**config.mk**
```make
export PLATFORM = sky130hd
export DESIGN_NAME = rev_xbar_vc_bind_flat
export DESIGN_NICKNAME = d
export VERILOG_FILES = /design/src/rtl/rev_xbar_vc_bind_if.sv /design/src/rtl/rev_xbar_vc_bind.sv /design/src/flat_wrapper.sv
export SDC_FILE = /design/constraint.sdc
export NUM_CORES = 1
export LEC_CHECK = 0
export BUFFER_PORTS_ARGS = -buffer_cell sky130_fd_sc_hd__clkbuf_2
export CAP_MARGIN = 20
export CORE_MARGIN = 2
export CORE_UTILIZATION = 59
export DETAILED_ROUTE_END_ITERATION = 8
export HOLD_SLACK_MARGIN = 0.03
export PLACE_DENSITY = 0.91
export SETUP_SLACK_MARGIN = 0.05
export SLEW_MARGIN = 15
export SYNTH_ARGS = -nofsm -noshare
export SYNTH_HDL_FRONTEND = slang
export SYNTH_SLANG_ARGS = --single-unit
```
**constraint.sdc**
```tcl
create_clock -name clk -period 4.8 [get_ports clk]
set_input_delay 0.48 -clock clk [delete_from_list [all_inputs] [get_ports clk]]
set_output_delay 0.48 -clock clk [all_outputs]
set_load 0.005 [all_outputs]
```
**src/rtl/rev_xbar_vc_bind_if.sv**
```systemverilog
// Bundle of reverse-direction crossbar signals: per-output binding commands,
// per-input-VC payload in, routed payload/valid out, sticky error flag.
interface rev_xbar_vc_bind_if #(
  parameter int NUM_PORTS      = 5,
  parameter int NUM_VCS        = 2,
  parameter int CH_BITS        = 8,
  parameter int PORT_BANDWIDTH = CH_BITS
);
  localparam int PSEL_BITS = (NUM_PORTS > 2) ? $clog2(NUM_PORTS - 1) : 1;
  localparam int VCID_BITS = (NUM_VCS > 1) ? $clog2(NUM_VCS) : 1;

  // Handshake: bind_vld/unbind are single-cycle commands with no ready; every
  // command is consumed on the rising edge it is seen, out_vld qualifies outport.
  logic [NUM_PORTS-1:0][NUM_VCS-1:0][PORT_BANDWIDTH-1:0] inport;
  logic [NUM_PORTS-1:0][NUM_VCS-1:0]                     bind_vld;
  logic [NUM_PORTS-1:0][NUM_VCS-1:0][PSEL_BITS-1:0]      bind_psel;
  logic [NUM_PORTS-1:0][NUM_VCS-1:0][VCID_BITS-1:0]      bind_vcsel;
  logic [NUM_PORTS-1:0][NUM_VCS-1:0]                     unbind;
  logic [NUM_PORTS-1:0][NUM_VCS-1:0][PORT_BANDWIDTH-1:0] outport;
  logic [NUM_PORTS-1:0][NUM_VCS-1:0]                     out_vld;
  logic                                                  bind_err;

  modport master (
    output inport, bind_vld, bind_psel, bind_vcsel, unbind,
    input  outport, out_vld, bind_err
  );

  modport slave (
    input  inport, bind_vld, bind_psel, bind_vcsel, unbind,
    output outport, out_vld, bind_err
  );
endinterface

```
**src/rtl/rev_xbar_vc_bind.sv**
```systemverilog
// Reverse crossbar: each output VC binds to one (port, VC) source of another port.
// Define REV_XBAR_OUTREG_EN to register outport/out_vld (one extra cycle of latency).
module rev_xbar_vc_bind #(
  parameter int NUM_PORTS      = 5,
  parameter int NUM_VCS        = 2,
  parameter int CH_BITS        = 8,
  parameter int PORT_BANDWIDTH = CH_BITS
) (
  input  logic                              clk,
  input  logic                              rst_n,
  rev_xbar_vc_bind_if.slave                 xbar,
  output logic [NUM_PORTS-1:0][NUM_VCS-1:0] dbg_state_o
);
  localparam int PSEL_BITS = (NUM_PORTS > 2) ? $clog2(NUM_PORTS - 1) : 1;
  localparam int VCID_BITS = (NUM_VCS > 1) ? $clog2(NUM_VCS) : 1;
  localparam int SRC_BITS  = $clog2(NUM_PORTS);
  localparam int PSEL_CODES = 1 << PSEL_BITS;
  localparam int VCID_CODES = 1 << VCID_BITS;

  // Bit i set when code i is a legal select; low NUM_PORTS-1 / NUM_VCS codes only.
  localparam logic [PSEL_CODES-1:0] PSEL_LEGAL =
    {PSEL_CODES{1'b1}} >> (PSEL_CODES - (NUM_PORTS - 1));
  localparam logic [VCID_CODES-1:0] VCID_LEGAL =
    {VCID_CODES{1'b1}} >> (VCID_CODES - NUM_VCS);

  typedef enum logic {
    ST_IDLE  = 1'b0,
    ST_BOUND = 1'b1
  } state_e;

  state_e state_q [NUM_PORTS][NUM_VCS];
  state_e state_d [NUM_PORTS][NUM_VCS];

  logic [NUM_PORTS-1:0][NUM_VCS-1:0][PSEL_BITS-1:0]      psel_q, psel_d;
  logic [NUM_PORTS-1:0][NUM_VCS-1:0][VCID_BITS-1:0]      vcsel_q, vcsel_d;
  logic [NUM_PORTS-1:0][NUM_VCS-1:0]                     bind_ok, bind_bad;
  logic                                                  bind_err_q, bind_err_d;
  logic [NUM_PORTS-1:0][NUM_VCS-1:0][PORT_BANDWIDTH-1:0] out_comb;
  logic [NUM_PORTS-1:0][NUM_VCS-1:0]                     vld_comb;

  // The port's own index is skipped: codes at or above p map one port higher.
  function automatic logic [SRC_BITS-1:0] decode_src(
    input logic [PSEL_BITS-1:0] psel,
    input int                   port
  );
    logic [SRC_BITS-1:0] src;
    src = SRC_BITS'(psel);
    if (src >= SRC_BITS'(port)) begin
      src = src + SRC_BITS'(1);
    end
    return src;
  endfunction

  always_comb begin
    for (int p = 0; p < NUM_PORTS; p++) begin
      for (int v = 0; v < NUM_VCS; v++) begin
        bind_ok[p][v]  = xbar.bind_vld[p][v] &&
                         PSEL_LEGAL[xbar.bind_psel[p][v]] &&
                         VCID_LEGAL[xbar.bind_vcsel[p][v]];
        bind_bad[p][v] = xbar.bind_vld[p][v] && !bind_ok[p][v];
      end
    end
  end

  always_comb begin
    bind_err_d = bind_err_q | (|bind_bad);
    psel_d     = psel_q;
    vcsel_d    = vcsel_q;
    for (int p = 0; p < NUM_PORTS; p++) begin
      for (int v = 0; v < NUM_VCS; v++) begin
        state_d[p][v] = state_q[p][v];
        case (state_q[p][v])
          ST_IDLE: begin
            if (bind_ok[p][v]) begin
              state_d[p][v] = ST_BOUND;
              psel_d[p][v]  = xbar.bind_psel[p][v];
              vcsel_d[p][v] = xbar.bind_vcsel[p][v];
            end
          end
          ST_BOUND: begin
            // Any bind_vld, even an illegal one, suppresses a same-cycle unbind.
            if (bind_ok[p][v]) begin
              psel_d[p][v]  = xbar.bind_psel[p][v];
              vcsel_d[p][v] = xbar.bind_vcsel[p][v];
            end else if (xbar.unbind[p][v] && !xbar.bind_vld[p][v]) begin
              state_d[p][v] = ST_IDLE;
            end
          end
        endcase
      end
    end
  end

  always_ff @(posedge clk) begin
    if (!rst_n) begin
      bind_err_q <= 1'b0;
      psel_q     <= '0;
      vcsel_q    <= '0;
      for (int p = 0; p < NUM_PORTS; p++) begin
        for (int v = 0; v < NUM_VCS; v++) begin
          state_q[p][v] <= ST_IDLE;
        end
      end
    end else begin
      bind_err_q <= bind_err_d;
      psel_q     <= psel_d;
      vcsel_q    <= vcsel_d;
      for (int p = 0; p < NUM_PORTS; p++) begin
        for (int v = 0; v < NUM_VCS; v++) begin
          state_q[p][v] <= state_d[p][v];
        end
      end
    end
  end

  always_comb begin
    for (int p = 0; p < NUM_PORTS; p++) begin
      for (int v = 0; v < NUM_VCS; v++) begin
        dbg_state_o[p][v] = (state_q[p][v] == ST_BOUND);
        vld_comb[p][v]    = (state_q[p][v] == ST_BOUND);
        out_comb[p][v]    = '0;
        if (state_q[p][v] == ST_BOUND) begin
          out_comb[p][v] = xbar.inport[decode_src(psel_q[p][v], p)][vcsel_q[p][v]];
        end
      end
    end
  end

  assign xbar.bind_err = bind_err_q;

`ifdef REV_XBAR_OUTREG_EN
  logic [NUM_PORTS-1:0][NUM_VCS-1:0][PORT_BANDWIDTH-1:0] outport_q;
  logic [NUM_PORTS-1:0][NUM_VCS-1:0]                     out_vld_q;

  always_ff @(posedge clk) begin
    if (!rst_n) begin
      outport_q <= '0;
      out_vld_q <= '0;
    end else begin
      outport_q <= out_comb;
      out_vld_q <= vld_comb;
    end
  end

  assign xbar.outport = outport_q;
  assign xbar.out_vld = out_vld_q;
`else
  assign xbar.outport = out_comb;
  assign xbar.out_vld = vld_comb;
`endif

endmodule

```
**src/flat_wrapper.sv**
```systemverilog
// flat-port wrapper written by rule: the top's interface ports become plain ports
module rev_xbar_vc_bind_flat 
#(
  parameter int NUM_PORTS      = 5,
  parameter int NUM_VCS        = 2,
  parameter int CH_BITS        = 8,
  parameter int PORT_BANDWIDTH = CH_BITS
)
  (clk, rst_n, dbg_state_o, xbar_inport, xbar_bind_vld, xbar_bind_psel, xbar_bind_vcsel, xbar_unbind, xbar_outport, xbar_out_vld, xbar_bind_err);
  rev_xbar_vc_bind_if #(.NUM_PORTS(NUM_PORTS), .NUM_VCS(NUM_VCS), .CH_BITS(CH_BITS), .PORT_BANDWIDTH(PORT_BANDWIDTH)) xbar_i ();
  input  logic clk;
  input  logic rst_n;
  output logic [NUM_PORTS-1:0][NUM_VCS-1:0] dbg_state_o;
  input wire logic [$bits(xbar_i.inport)-1:0] xbar_inport;
  input wire logic [$bits(xbar_i.bind_vld)-1:0] xbar_bind_vld;
  input wire logic [$bits(xbar_i.bind_psel)-1:0] xbar_bind_psel;
  input wire logic [$bits(xbar_i.bind_vcsel)-1:0] xbar_bind_vcsel;
  input wire logic [$bits(xbar_i.unbind)-1:0] xbar_unbind;
  output wire logic [$bits(xbar_i.outport)-1:0] xbar_outport;
  output wire logic [$bits(xbar_i.out_vld)-1:0] xbar_out_vld;
  output wire logic [$bits(xbar_i.bind_err)-1:0] xbar_bind_err;
  assign xbar_i.inport = xbar_inport;
  assign xbar_i.bind_vld = xbar_bind_vld;
  assign xbar_i.bind_psel = xbar_bind_psel;
  assign xbar_i.bind_vcsel = xbar_bind_vcsel;
  assign xbar_i.unbind = xbar_unbind;
  assign xbar_outport = xbar_i.outport;
  assign xbar_out_vld = xbar_i.out_vld;
  assign xbar_bind_err = xbar_i.bind_err;
  rev_xbar_vc_bind #(.NUM_PORTS(NUM_PORTS), .NUM_VCS(NUM_VCS), .CH_BITS(CH_BITS), .PORT_BANDWIDTH(PORT_BANDWIDTH)) u_core (.clk(clk), .rst_n(rst_n), .xbar(xbar_i), .dbg_state_o(dbg_state_o));
endmodule
```
**Yosys cells after proc, flatten, opt, wreduce, memory -nomap -nowiden**

Memories as Yosys holds them, arrays and structs flattened.
Index checks and enable logic that the tools add are counted.

- Output and inout bits: 101
- Register bits after elaboration: 31
- Input port bits: 132
- Memories: 1
- Memory bits (writable): 10
- Word-level logic and storage cells: 324

- Reductions and logical operators: 61
- Bitwise logic cells: 21
- Multiplexer cells: 166
- Add/sub/neg operators: 8
- Order comparisons: 46

Memory list:

| memory | words | bits a word | read ports | clocked after memory_dff | write ports | line | RTL |
|---|---|---|---|---|---|---|---|
| u_core.state_q | 5 | 2 | 5 | 0 | 5 | rev_xbar_vc_bind.sv:31 | `state_e state_q [NUM_PORTS][NUM_VCS];` |

Operator list:

| kind | count |
|---|---|
| $bmux 16 s3 | 8 |
| $mux 8 | 30 |
| $mux 16 | 10 |
| $mux 1 | 72 |
| $bmux 16 s2 | 2 |
| $mux 3 | 14 |
| $logic_and 1x1->1 | 40 |
| $lt 1x2->1 const B | 20 |
| $lt 3x4->1 const B | 8 |
| $lt 2x3->1 const B | 10 |
| $add 2x1->3 const B | 8 |
| $bmux 1 s2 | 10 |
| $logic_not 1->1 | 20 |
| $mux 2 | 10 |
| $pmux 1 s2 | 10 |
| $or 1x1->1 | 11 |
| $not 1->1 | 10 |
| $reduce_or 10->1 | 1 |
| $ge 2x2->1 const B | 4 |
| $lt 2x4->1 const B | 2 |
| $ge 2x1->1 const B | 2 |

**Depth between registers and ports, before layout**

- Depth in word-level cells: 8
- Mapped depth: 9

**Worst setup path before layout**

OpenSTA, ideal clock, no wires.

- Path type: register to output
- Start point: register u_core.psel_q[8] in the netlist's numbering
- End point: output xbar_outport[38]
- Buffers on the path: 3
- Stages on the path, launching flop included: 10
- Setup slack: 2.615 ns
- Arrival: 1.705 ns
- Cell sequence: dfxtp_1 inv_1 ha_1 buf_6 buf_12 buf_12 mux2i_1 a221oi_2 o21ai_1 a21boi_1

- Word-level cells in the longest chain between the ends: 8
- Elaborated cells on any way between the ends: 9

RTL lines:

| what | line | RTL |
|---|---|---|
| start: declaration | rev_xbar_vc_bind.sv:34 | `logic [NUM_PORTS-1:0][NUM_VCS-1:0][PSEL_BITS-1:0] psel_q, psel_d;` |
| start signal: assignment | rev_xbar_vc_bind.sv:106 | `psel_q <= psel_d;` |
| $add 2x1->3 / $ge 2x2->1 (equally long branches) | rev_xbar_vc_bind.sv:49, rev_xbar_vc_bind.sv:48 |  |
| $mux 3 * | rev_xbar_vc_bind.sv:48 | `if (src >= SRC_BITS'(port)) begin` |
| $mux 3 * | rev_xbar_vc_bind.sv:122 | `if (state_q[p][v] == ST_BOUND) begin` |
| $bmux 16 s3 * | rev_xbar_vc_bind.sv:123 | `out_comb[p][v] = xbar.inport[decode_src(psel_q[p][v], p)][vcsel_q[p][v]];` |
| $mux 16 (not written as such) * | rev_xbar_vc_bind.sv:123 |  |
| $mux 8 (not written as such) * (2 in a row) | rev_xbar_vc_bind.sv:123 |  |
| $mux 8 * | rev_xbar_vc_bind.sv:122 |  |
| end: declaration | flat_wrapper.sv:19 | `output wire logic [$bits(xbar_i.outport)-1:0] xbar_outport;` |

Mark *: on every way between the ends. The rest lies on a longest branch, timed or not. The select of a mux whose other input is x is not followed.

**Worst setup path after layout**

- Start point: register u_core.psel_q[8] in the netlist's numbering
- End point: output xbar_outport[37]

Same word-level chain as after synthesis.

==> flow_metrics.tcl <==
set metrics [dict create \
    status "complete, no violations" \
    worstPathRequired_ns 4.32 \
    tightest_slew_ns 1.187 \
    multi_input_area_sq_um 6795 \
    cp-start-kind "flop" \
    fin_tns_setup_ns 0 \
    hold_path_class "in2reg" \
    overflow 0 \
    core_sq_um 13830 \
    finalCritPeriodShare 0.6985 \
    numClockSinks 40 \
    grt_pass1_vias 8153 \
    final_common_cell "clkbuf_2" \
    final.fill_count 1083 \
    grt_pass1_wl_um 48590 \
    slew_headroom 0.2083 \
    seqCellArea_sq_um 800.8 \
    io_pins 233 \
    dpl_cell_area_sq_um 9090 \
    routed_wl_um 34060 \
    worst_skew_pair.late_latency_ns 0.30 \
    switching_share 0.4049 \
    crit_type "reg2out" \
    power_density_nw_per_um2 181.6 \
    synth_top_area_frac 0.2621 \
    wire_per_inst_um 29.95 \
    max_freq_mhz 298.3 \
    cts_tree "done" \
    min_period_ns 3.353 \
    synth_area_leader_cell "mux4_2" \
    dr.pass1.iters 6 \
    maxSlewViolCount 0 \
    hold_violations 0 \
    ys_ff_latch 40 \
    syn_area_sq_um 8335 \
    cts-buffers-inserted 5 \
    synth-edff-count 0 \
    final_area_sq_um 9260 \
    gp_congestion 1.027 \
    synth_flop_cell "dfxtp_1" \
    post_cts_resized 0 \
    end_kind "primary output" \
    seq_area_frac_synth 0.09607 \
    die_h_um 122.9 \
    p_int_mw 1.001 \
    dp_hpwl_um 21930 \
    synth_warnings 0 \
    antenna_left 0 \
    final_cell_mix "clkbuf_2, mux2i_1, mux4_2, nor2b_1, mux2_2" \
    via_per_inst 7.636 \
    placementRows 43 \
    hold_buffers 0 \
    dieWidth_um 122.9 \
    cts_buffer_depth 2 \
    grt_antenna_before_repair 1 \
    combPwrFrac 0.524 \
    ys_top_cells_by_area "mux4_2, mux2i_1, dfxtp_1" \
    area_growth_pct 11.09 \
    num_vias 8682 \
    synthArstFlopShare 0 \
    start_util 0.6028 \
    power_leakage_nw 3.741 \
    final_layout_size_suffix_gt1_frac 0.4142 \
    vdd_drop_max_uv 166.1 \
    post_cts_buffers 0 \
    p_switching_mw 0.6808 \
    power_frac_seq 0.254 \
    design.die.area_sq_um 15090 \
    rsz0062_at_grt "false" \
    worst-path-max-fanout 25 \
    finalSetupViolCount 0 \
    clockPowerShare 0.221 \
    fin_skew_ns 0 \
    grt_usage 0.4442 \
    path_clk_slew_ns 0.07 \
    synth_nets 952 \
    syn_avg_cell_area_sq_um 10.32 \
    io_buffers 231 \
    drtIter0Drc 1349 \
    cts-root-buf "clkbuf_16" \
    cts_max_level 2 \
    worstPathArrival_ns 2.87 \
    drc 0 \
    synth_cell_types 41 \
    synthCells 808 \
    grt_max_degree 41 \
    final_nets 1100 \
    max_cap_viol_count 0 \
]
cell usage after synthesis (4+ instances only):
library cell    n
o21ai_0        42
buf_12          4
and3_1         16
mux2_2         49
nand2_1        41
a221oi_1       14
o21ai_1        22
a22oi_1         7
mux2i_1       141
clkbuf_1       22
buf_2          29
dfxtp_1        40
ha_1           12
a32oi_1         7
nand3_1         8
buf_4          27
buf_6           5
a21oi_1        23
and2_1          4
o21a_1         10
a21boi_1       16
o211ai_1        8
mux4_2         97
inv_1          20
nor2b_1        76
nand3b_1       16
mux4_1         16
o311ai_0       16
metrics by stage:
stage,cells,utilization,power [mW],worst slack (ns),hold WS (ns)
floorplan,808,-,0.9791,2.615,0.4868
global placement,1128,0.6574,1.255,1.828,0.4996
CTS,1135,0.6684,1.648,1.487,0.4364
finish,1137,0.6697,1.681,1.447,0.4364
global route,1136,0.6695,1.738,1.382,0.4448
detailed placement,1128,0.6574,1.273,1.791,0.5099
layer usage:
metal | global-route usage | wire length [um] | vias up
met5 | 0 | 0 | -
met4 | 0.2945 | 2851 | 0
met3 | 0.1887 | 6127 | 249
met2 | 0.6226 | 13760 | 937
met1 | 0.5545 | 11320 | 4001
li1 | - | - | 3495
critical path, stage by stage (launching register included):
cell,delay [ns]
dfxtp_1,0.35
inv_1,0.07
ha_1,1.08
mux4_1,0.67
o21ai_1,0.17
a21boi_1,0.10
clkbuf_2,0.12
area by class of cell:
| type | count | share of cell area |
|---|---|---|
| tap | 180 | 0.02432 |
| inverter | 20 | 0.008107 |
| sequential | 40 | 0.08647 |
| timing repair buffer | 237 | 0.1305 |
| multi-input combinational | 652 | 0.7338 |
| antenna | 1 | 0.0002702 |
| clock buffer | 7 | 0.01648 |
power by group through the flow:
| stage | sequential, mW | clock, mW | combinational, mW |
|---|---|---|---|
| 2_1_floorplan | 0.373 | 0 | 0.606 |
| 3_3_place_gp | 0.429 | 0 | 0.826 |
| 3_5_place_dp | 0.433 | 0 | 0.840 |
| 4_1_cts | 0.425 | 0.380 | 0.843 |
| 5_1_grt | 0.435 | 0.388 | 0.916 |
| 6_report | 0.428 | 0.372 | 0.882 |
sequential cells by signal, summed over array words and instances, names as in the netlist:
register / count
u_core.state_q: 10
u_core.vcsel_q: 10
u_core.psel_q: 20
final timing paths:
check | start | to | slack, ns | depth (start not counted)
hold reg to reg | u_core.psel_q[1] | u_core.psel_q[1] | 0.52 | 2
setup reg to reg | u_core.psel_q[15] | u_core.psel_q[15] | 3.42 | 2
hold / removal | xbar_bind_psel[1] | u_core.psel_q[1] | 0.44 | 3
setup / recovery | u_core.psel_q[8] | xbar_outport[37] | 1.45 | 6
kinds of logic after synthesis:
group           after synthesis  share of synthesized area
compound gates              167                     0.1316
fa+ha+maj                    12                    0.01801
buf+inv                     116                    0.08871
flops                        40                    0.09607
mux                         303                     0.5480
other cells                   1                  0.0004499
simple gates                169                     0.1171
No activity file was read; power rests on OpenSTA's default activity.
